--- src/rtl/m_irq_flag_arbiter.sv ---
// Interrupt flag bank with round-robin arbitration and an irq/ack/eoi handshake.
// Pending flags are set by peripheral strobes and cleared by software or by the CPU taking them.
module m_irq_flag_arbiter #(
  parameter  int NSRC = 4,
  localparam int VW   = $clog2(NSRC)
) (
  input  logic            MasterClock,
  input  logic            Reset,
  input  logic [NSRC-1:0] set_req,
  input  logic [NSRC-1:0] clr_req,
  input  logic            mask_we,
  input  logic [NSRC-1:0] mask_d,
  input  logic            irq_ack,
  input  logic            eoi,
  output logic            irq,
  output logic [VW-1:0]   irq_vec,
  output logic [NSRC-1:0] pending,
  output logic            busy
);

  typedef enum logic [1:0] {IDLE, REQ, SERVICE} stateT;

  stateT           stateReg, stateNext;
  logic [NSRC-1:0] flagReg, flagNext;
  logic [NSRC-1:0] maskReg, maskNext;
  logic [VW-1:0]   rrReg, rrNext;
  logic [VW-1:0]   irqVecReg, irqVecNext;
  logic            irqReg, irqNext;
  logic            busyReg, busyNext;

  logic [NSRC-1:0] eligible;
  logic            anyEligible;
  logic [VW-1:0]   winner;
  logic            ackTake;
  logic            reqLive;
  int              idx;
  logic            found;

  assign eligible    = flagReg & ~maskReg;
  assign anyEligible = |eligible;
  assign ackTake     = (stateReg == REQ) && irq_ack;
  assign maskNext    = mask_we ? mask_d : maskReg;

  // Per-source SR flag: set dominates both software clear and the ack clear.
  generate
    for (genvar gi = 0; gi < NSRC; gi++) begin : g_flag
      logic clrBit;
      assign clrBit       = clr_req[gi] | (ackTake && (irqVecReg == VW'(gi)));
      assign flagNext[gi] = set_req[gi] | (flagReg[gi] & ~clrBit);
    end
  endgenerate

  // First eligible index starting at rr and wrapping modulo NSRC.
  always_comb begin
    winner = '0;
    found  = 1'b0;
    idx    = 0;
    for (int k = 0; k < NSRC; k++) begin
      idx = (int'(rrReg) + k) % NSRC;
      if (!found && eligible[idx[VW-1:0]]) begin
        winner = idx[VW-1:0];
        found  = 1'b1;
      end
    end
  end

  // Request stays live only if the presented source is still flagged and unmasked after this edge,
  // so a clear or mask drops irq on the same edge instead of presenting a stale request.
  assign reqLive = (set_req[irqVecReg] | (flagReg[irqVecReg] & ~clr_req[irqVecReg]))
                   & ~maskNext[irqVecReg];

  assign rrNext = !ackTake                      ? rrReg :
                  (irqVecReg == VW'(NSRC - 1))  ? '0    : irqVecReg + VW'(1);

  always_comb begin
    stateNext  = stateReg;
    irqVecNext = irqVecReg;
    case (stateReg)
      IDLE: begin
        if (anyEligible) begin
          stateNext  = REQ;
          irqVecNext = winner;
        end
      end
      REQ: begin
        if (ackTake) begin
          stateNext = SERVICE;
        end else if (!reqLive) begin
          stateNext = IDLE;
        end
      end
      SERVICE: begin
        if (eoi) begin
          stateNext = IDLE;
        end
      end
      default: stateNext = IDLE;
    endcase
  end

  always_ff @(posedge MasterClock or posedge Reset) begin
    if (Reset) begin
      stateReg  <= IDLE;
      flagReg   <= '0;
      maskReg   <= '1;
      rrReg     <= '0;
      irqVecReg <= '0;
      irqReg    <= 1'b0;
      busyReg   <= 1'b0;
    end else begin
      stateReg  <= stateNext;
      flagReg   <= flagNext;
      maskReg   <= maskNext;
      rrReg     <= rrNext;
      irqVecReg <= irqVecNext;
      irqReg    <= irqNext;
      busyReg   <= busyNext;
    end
  end

  always_comb begin
    irqNext  = (stateNext == REQ);
    busyNext = (stateNext == SERVICE);
    irq      = irqReg;
    busy     = busyReg;
    irq_vec  = irqVecReg;
    pending  = flagReg;
  end

endmodule

--- config.mk ---
export PLATFORM = sky130hd
export DESIGN_NAME = m_irq_flag_arbiter
export DESIGN_NICKNAME = d
export VERILOG_FILES = /design/src/rtl/m_irq_flag_arbiter.sv
export SDC_FILE = /design/constraint.sdc
export NUM_CORES = 1
export LEC_CHECK = 0
export BUFFER_PORTS_ARGS = -buffer_cell sky130_fd_sc_hd__buf_2
export CORE_MARGIN = 10
export CORE_UTILIZATION = 35
export DETAILED_ROUTE_END_ITERATION = 10
export HOLD_SLACK_MARGIN = 0.03
export PLACE_DENSITY = 0.7
export SYNTH_ARGS = -nofsm -noshare
export SYNTH_HDL_FRONTEND = slang
export SYNTH_SLANG_ARGS = --single-unit
--- constraint.sdc ---
create_clock -name MasterClock -period 1.7 [get_ports MasterClock]
set_input_delay 0.34 -clock MasterClock [delete_from_list [all_inputs] [get_ports MasterClock]]
set_output_delay 0.34 -clock MasterClock [all_outputs]
set_load 0.01 [all_outputs]
### After elaboration in Yosys (flattened, before gate mapping)

Index checks and enable logic that the tools add are counted.

| word-level totals | value |
|---|---|
| logic and storage cells | 91 |
| RAM bits | 0 |
| latch bits | 0 |
| memories kept | 0 |
| output and inout port bits | 8 |
| input port bits | 17 |
| ROM bits | 0 |
| register bits after elaboration | 16 |

| cells by class | value |
|---|---|
| shift operators | 0 |
| eq/ne operators | 7 |
| muxes and demuxes | 30 |
| $add $sub $neg | 4 |
| multipliers | 0 |
| reductions and logical operators | 15 |
| divide/modulo/power cells | 0 |
| $lt $le $gt $ge | 5 |
| bitwise operators | 23 |

Operators with widths:

| cell | number |
|---|---|
| $mux W2 | 9 |
| $bmux W1 S2 | 8 |
| $lt A2 B3 Y1 const B | 5 |
| $mux W1 | 11 |
| $or A1 B1 Y1 | 9 |
| $eq A2 B2 Y1 const B | 4 |
| $logic_and A1 B1 Y1 | 8 |
| $and A1 B1 Y1 | 6 |
| $eq A2 B1 Y1 const B | 3 |
| $not A1 Y1 | 6 |
| $pmux W2 S3 | 1 |
| $add A2 B1 Y2 const B | 2 |
| $add A2 B2 Y2 const B | 2 |
| $and A4 B4 Y4 | 1 |
| $logic_not A2 Y1 | 2 |
| $mux W4 | 1 |
| $not A4 Y4 | 1 |
| $reduce_or A4 Y1 | 1 |
| $logic_not A1 Y1 | 3 |
| $reduce_and A2 Y1 | 1 |

### Logic depth before layout (Yosys ltp)

Gate-level depths: netlist of run 1.

| logic depth | value |
|---|---|
| word-level depth | 14 |
| mapped depth | 4 |
| depth with buffers taken out | 4 |

### Worst setup path after synthesis of run 1

OpenSTA, ideal clock, no wires.

| timing | value |
|---|---|
| path kind | input to register |
| from | input mask_we |
| to | register irqReg, in the netlist irq |
| path slack | 0.111 ns |
| setup time | 0.110 ns |
| path buffers | 0 |
| required time | 1.590 ns |
| data arrival time | 1.479 ns |
| stages | 4 |
| cells stage by stage | mux2_2 -> o21bai_1 -> mux4_2 -> o41ai_1 |

| between the ends | value |
|---|---|
| cells in the longest elaborated chain, start to end | 9 |

RTL lines:

| what | line | text |
|---|---|---|
| from (decl) | 11 | `input logic mask_we,` |
| $mux W4 | 42 | `assign maskNext = mask_we ? mask_d : maskReg;` |
| $bmux W1 S2 | 70 | `& ~maskNext[irqVecReg];` |
| $mux W1 (implied by the code) | 70 |  |
| $not A1 Y1 | 70 |  |
| $and A1 B1 Y1 | 70 |  |
| $mux W2 | 88 | `end else if (!reqLive) begin` |
| $mux W2 | 86 | `if (ackTake) begin` |
| $pmux W2 S3 | 78 | `case (stateReg)` |
| $eq A2 B1 Y1 | 122 | `irqNext = (stateNext == REQ);` |
| named net irqNext | 28 | `logic irqReg, irqNext;` |
| to (signal assigned) | 116 | `irqReg <= irqNext;` |
| to (decl) | 28 |  |

The timed path passes the listed nets, and every way through them passes these cells. The select of a mux whose other input is x is not followed.
A chain may end at the register's enable or synchronous reset.

### Worst setup path after layout of run 1

| timing | value |
|---|---|
| from | register maskReg[0] |
| to | register stateReg[0] |

| between the ends | value |
|---|---|
| cells in the longest elaborated chain, start to end | 8 |
| elaborated cells between the ends (all ways) | 12 |
| those cells by class | 7 x mux; 4 x bitwise; 1 x reduce/logical |

RTL lines:

| what | line | text |
|---|---|---|
| from (decl) | 25 | `logic [NSRC-1:0] maskReg, maskNext;` |
| from (signal assigned) | 113 | `maskReg <= maskNext;` |
| $mux W4 | 42 |  |
| named net maskNext[0] | 25 |  |
| $bmux W1 S2 | 70 |  |
| $mux W1 (implied by the code) | 70 |  |
| $not A1 Y1 | 70 |  |
| $and A1 B1 Y1 | 70 |  |
| $mux W2 | 88 |  |
| $mux W2 | 86 |  |
| $pmux W2 S3 | 78 |  |
| named net stateNext[0] | 23 | `stateT stateReg, stateNext;` |
| to (signal assigned) | 111 | `stateReg <= stateNext;` |
| to (decl) | 23 |  |

The timed path passes the listed nets, and every way through them passes these cells. The select of a mux whose other input is x is not followed.

==> metrics, run 1 <==
outcome=complete, no violations; drt wl/cell=14.16 microns; commonest non-fill, non-tap cell in the layout=buf_2; DR vias=677; Layout Nets=130; Switch Pwr=514.9 uW; Final Cycle Share=96.27%; site row count=17; Yosys cell types=17; Yosys top cell area share=36.25%; Synth Register Bits=16; fin crit period=1.637 ns; r2r startpoint=maskReg[0]; drt first pass iters=4; required time worst endpoint=1.89 ns; Critical Path Start=maskReg[0]; width of the die=68.65 microns; Port Buffers=24; fmax=0.6110 GHz; Setup Fix Bufs, Post-CTS=0; LEAKAGE=0.0005291 uW; startpoint types=flop; Routed Antenna Nets=0; commonest non-fill, non-tap cells in the layout=buf_2, dfrtp_1, nor2b_1; power share of the sequential group=41.5%; setup slack after layout=0.06345 ns; worst path cell trace=mux2_2 -> o21bai_1 -> mux4_2 -> o41ai_2; Slowest Stage Delay on Critical Path=0.50 ns; post-DR vias/cell=4.978; worst slew pin tran=0.6236 ns; Synth warnings=0; PostCTS Resize Cnt=0; GRT overflow=0; critical path capture point type=flop; final core occ=47.51%; crit path max fanout=3; Fin. Hold Viols=0; max-slew violation count=0; gpl congestion=0.8867; total track usage=9.154%; CTS sink cnt=16; Synth Cell Area=828.3 sq um; HP Class=input port to async pin; initial antenna violation count=0; DIE HEIGHT=68.65 microns; clock tree buffer depth=2; Setup Crit Path Kind=flop to flop; DRC=0; top area cells in the synthesized netlist=dfrtp_1, dfstp_2, mux2_2; area delta synth->final=28.10%; dpl hpwl=1.535 mm; ANT cells=0; relative slew slack=58.38%; hold_buf cts=0; largest net degree at the start of global routing=17; most area-hungry cell type in the Yosys netlist=dfrtp_1; hold_ws=0.1108 ns; dpl ws=-0.1740 ns; Post-Synthesis Cells=77; vias in the first global route=697; RSZ-0062 raised after global routing=true; first-pass GRT wire length=3.256 mm; Starting DRT DRC Count=24; H-tree lvl count=1; Clk pwr share=17.9%; Top-Level Pins=25; Net Sw Frac=36.08%; core region area=0.002233 sq mm; Worst Skew=0.002860 ns; Clk pin slew, worst setup/hold paths=0.10 ns; Total Wirelength=1.926 mm; worst skew pair latency=0.29 ns; Comb pwr share=40.6%; Starting Density=37.09%; share of layout cells above drive strength 1=39.81%; Max Cap Violations=0; Root Driver=clkbuf_4; DIE AREA=0.004712 sq mm; worst endpoint data arrival time=1.82 ns; synthesized net count=98; critical-path cell with the highest stage delay=mux4_2; Max IR drop VDD=0.6715 mV; CTS tree=yes; internal power=912.1 uW; mean post-synth cell area=10.76 sq um; sequential share of the synthesized area=48.94%; CTS Buf Count=3; PD cells=1345 mW/mm^2; Setup violations, final=0
-- layout make-up --
| class | count | area [sq um] |
|---|---|---|
| Fill cell | 221 | 1172 |
| Multi-Input combinational cell | 56 | 422.9 |
| Sequential cell | 16 | 405.4 |
| Timing Repair Buffer | 27 | 142.6 |
| Clock buffer | 4 | 36.28 |
| Tap cell | 28 | 35.03 |
| Inverter | 5 | 18.77 |
-- flip-flops by register name, summed over array words and instances, names as in the netlist --
signal and cells:
stateReg 2, irq 1, maskReg 4, pending 4, busy 1, rrReg 2
irq_vec 2
-- worst max-delay path, delay by kind of cell, from the launching register on --
kind / cells / cell delay (ns)
multiplexers: 2 / 0.76
AO/OA/AOI/OAI: 2 / 0.38
flip-flops: 1 / 0.39
-- metrics by stage --
stage	instances	setup TNS (ns)	total power [uW]	instance area (sq um)
6_report	136	0	1427	1061
5_1_grt	136	-0.001038	1548	1061
3_3_place_gp	132	-0.2440	1132	1006
2_1_floorplan	77	0	929.0	828.3
4_1_cts	136	0	1405	1042
3_5_place_dp	132	-0.3392	1141	1006
-- logic make-up after synthesis --
family	count (synthesis)	share of synthesized area [%]
AOI/OAI and AO/OA	21	17.52
and+or+nand+nor	24	14.50
adders and majority gates	4	6.043
buffers and inverters	5	2.266
muxes	7	10.72
DFF	16	48.94
-- layer usage --
metal,wire length [microns],GRT usage (%)
met5,0,0
met4,30,5.276
met3,178,3.543
met2,856,13.36
met1,860,11.21
-- path summary, 6_finish.rpt --
kind | endpoint | slack (ns) | cells after the start
min reg2reg | rrReg[0] | 0.59 | 2
max reg2reg | stateReg[0] | 0.06 | 4
min | irq_vec[1] | 0.11 | 2
max in group asynchronous | irq | 1.19 | 2
max | stateReg[0] | 0.06 | 4
min in group MasterClock | pending[1] | 0.24 | 2
-- Yosys cell counts --
library cell,n
a21o_1,6
a21oi_1,3
and3b_1,1
dfrtp_1,12
dfstp_2,4
ha_1,4
inv_1,5
mux2_2,5
mux2i_1,1
mux4_2,1
nand2_1,8
nand2b_1,1
nor2_1,5
nor2b_1,9
o21ai_0,4
o21bai_1,4
o41ai_1,4
-- power groups by stage --
stage | sequential [uW] | clock, uW | combinational [uW]
final | 593 | 256 | 579
after CTS | 588 | 264 | 553
after floorplan | 612 | 0 | 316
after global placement | 592 | 0 | 540
after global routing | 614 | 284 | 649
after detailed placement | 596 | 0 | 545
Power figures use the tool's default switching activity.
==> inputs of run 2 (changes only) <==
--- a/config.mk
+++ b/config.mk
@@ -6,11 +6,12 @@
 export NUM_CORES = 1
 export LEC_CHECK = 0
 export BUFFER_PORTS_ARGS = -buffer_cell sky130_fd_sc_hd__buf_2
+export CAP_MARGIN = 0
 export CORE_MARGIN = 10
-export CORE_UTILIZATION = 35
+export CORE_UTILIZATION = 30
 export DETAILED_ROUTE_END_ITERATION = 10
 export HOLD_SLACK_MARGIN = 0.03
-export PLACE_DENSITY = 0.7
+export PLACE_DENSITY = 0.6
 export SYNTH_ARGS = -nofsm -noshare
 export SYNTH_HDL_FRONTEND = slang
 export SYNTH_SLANG_ARGS = --single-unit
==> run 2 against run 1 <==
- via count decreased by 3.1%
- combinational power about the same
- clock power decreased by 21%
- register-to-register slack about the same
- die area increased by 12%
- fmax decreased by 0.12%
- critical endpoint is now irq
- highest routed layer is now met3
==> metrics, run 2 (same netlist as run 1, synthesis figures left out) <==
outcome=complete, no violations; ANT cells=0; Clk pin slew, worst setup/hold paths=0.09 ns; crit path max fanout=3; CTS sink cnt=16; Reg2Reg Depth=4; Top-Level Pins=25; H-tree lvl count=1; post-DR vias/cell=4.754; vias in the first global route=744; Starting Density=32.55%; Port Buffers=24; Reg2Reg Capture Point=irq; first-pass GRT wire length=3.243 mm; Max IR drop VDD=0.7357 mV; startpoint types=flop; worst skew pair latency=0.28 ns; commonest non-fill, non-tap cells in the layout=buf_2, dfrtp_1, nor2b_1; Setup Fix Bufs, Post-CTS=0; Final Cycle Share=96.38%; Storage cell area=405.4 sq um; initial antenna violation count=0; total track usage=7.461%; commonest non-fill, non-tap cell in the layout=buf_2; core region area=0.002545 sq mm; max-slew violation count=0; r2r startpoint=maskReg[0]; required time worst endpoint=1.88 ns; dpl hpwl=1.616 mm; DR vias=656; clock tree buffer depth=2; critical path capture point type=flop; r2r setup slk=0.06 ns; GRT overflow=0; gpl congestion=0.8932; HP Class=input port to async pin; fmax=0.6103 GHz; area delta synth->final=26.74%; Total Wirelength=1.947 mm; share of layout cells above drive strength 1=38.89%; Setup Crit Path Kind=flop to flop; PD cells=1309 mW/mm^2; CTS tree=yes; hold_buf cts=0; drt wl/cell=14.11 microns; placed cell count=134; CTS Buf Count=3; Layout Nets=130; largest net degree at the start of global routing=17; DRC=0; Root Driver=clkbuf_4; Finished Layout Cells=138; worst endpoint data arrival time=1.82 ns; Tot Pwr=1374 uW; fin crit period=1.638 ns; Worst Skew=0.0009932 ns; layout filler cell count=259; Starting DRT DRC Count=10; Routed Antenna Nets=0; Max Cap Violations=0; relative slew slack=59.30%; Setup violations, final=0; Multi-input gate area=419.2 sq um; DIE HEIGHT=72.55 microns; DIE AREA=0.005263 sq mm; Fin. Hold Viols=0; RSZ-0062 raised after global routing=false; drt first pass iters=4; site row count=18; width of the die=72.55 microns; worst slew pin tran=0.6099 ns; LEAKAGE=0.0005188 uW
==> run 2: repair_timing <==
action	in CTS	in global routing
cloned	0	0
resized for setup	1	1
endpoints found under the setup margin	1	1
==> run 2: final cells by class <==
type                    instances  area share, %
multi-input cells              56          39.93
flip-flops and latches         16          38.62
repair buffers                 27          13.59
well taps                      30          3.576
clock buffers                   4          2.503
inverters                       5          1.788
==> run 2: routing by layer <==
metal	part of all wire (%)	global-route usage, %	wire (microns)	up-vias
met5	0	0	0	-
met1	45	8.562	885	306
met3	8.9	4.354	173	0
li1	-	-	-	330
met2	46	12.14	888	20
met4	0	0.6329	0	0
==> run 2: per-stage QoR <==
| stage | setup TNS, ns | hold WS [ns] | cell area [sq um] | utilization (%) | setup WS [ns] |
|---|---|---|---|---|---|
| 2_1_floorplan | 0 | 0.2509 | 828.3 | - | 0.1106 |
| 3_3_place_gp | -0.2403 | 0.4411 | 1008 | 39.63 | -0.1616 |
| 3_5_place_dp | -0.3331 | 0.4398 | 1008 | 39.63 | -0.1947 |
| 4_1_cts | 0 | 0.1285 | 1042 | 40.95 | 0.03157 |
| 5_1_grt | 0 | 0.1513 | 1050 | 41.25 | 0.01697 |
| 6_report | 0 | 0.1191 | 1050 | 41.25 | 0.06152 |
==> run 2: power by group <==
| part | switching [uW] | internal, uW |
|---|---|---|
| combinational | 298 | 280 |
| clock | 112 | 91.0 |
| sequential | 95.2 | 498 |
==> run 2: critical path, cell delays in order (launching register included) <==
cell      delay [ns]
dfstp_2         0.39
mux2_2          0.27
o21bai_1        0.16
mux4_2          0.51
o41ai_2         0.22
==> run 2: worst max-delay path by stage <==
stage	cells after the start	start	end
after CTS	4	maskReg[0]	stateReg[0]
after global routing	4	maskReg[0]	irq
final	4	maskReg[0]	irq
after detailed placement	5	mask_we	irq
after global placement	5	mask_we	irq
after floorplan	4	mask_we	irq
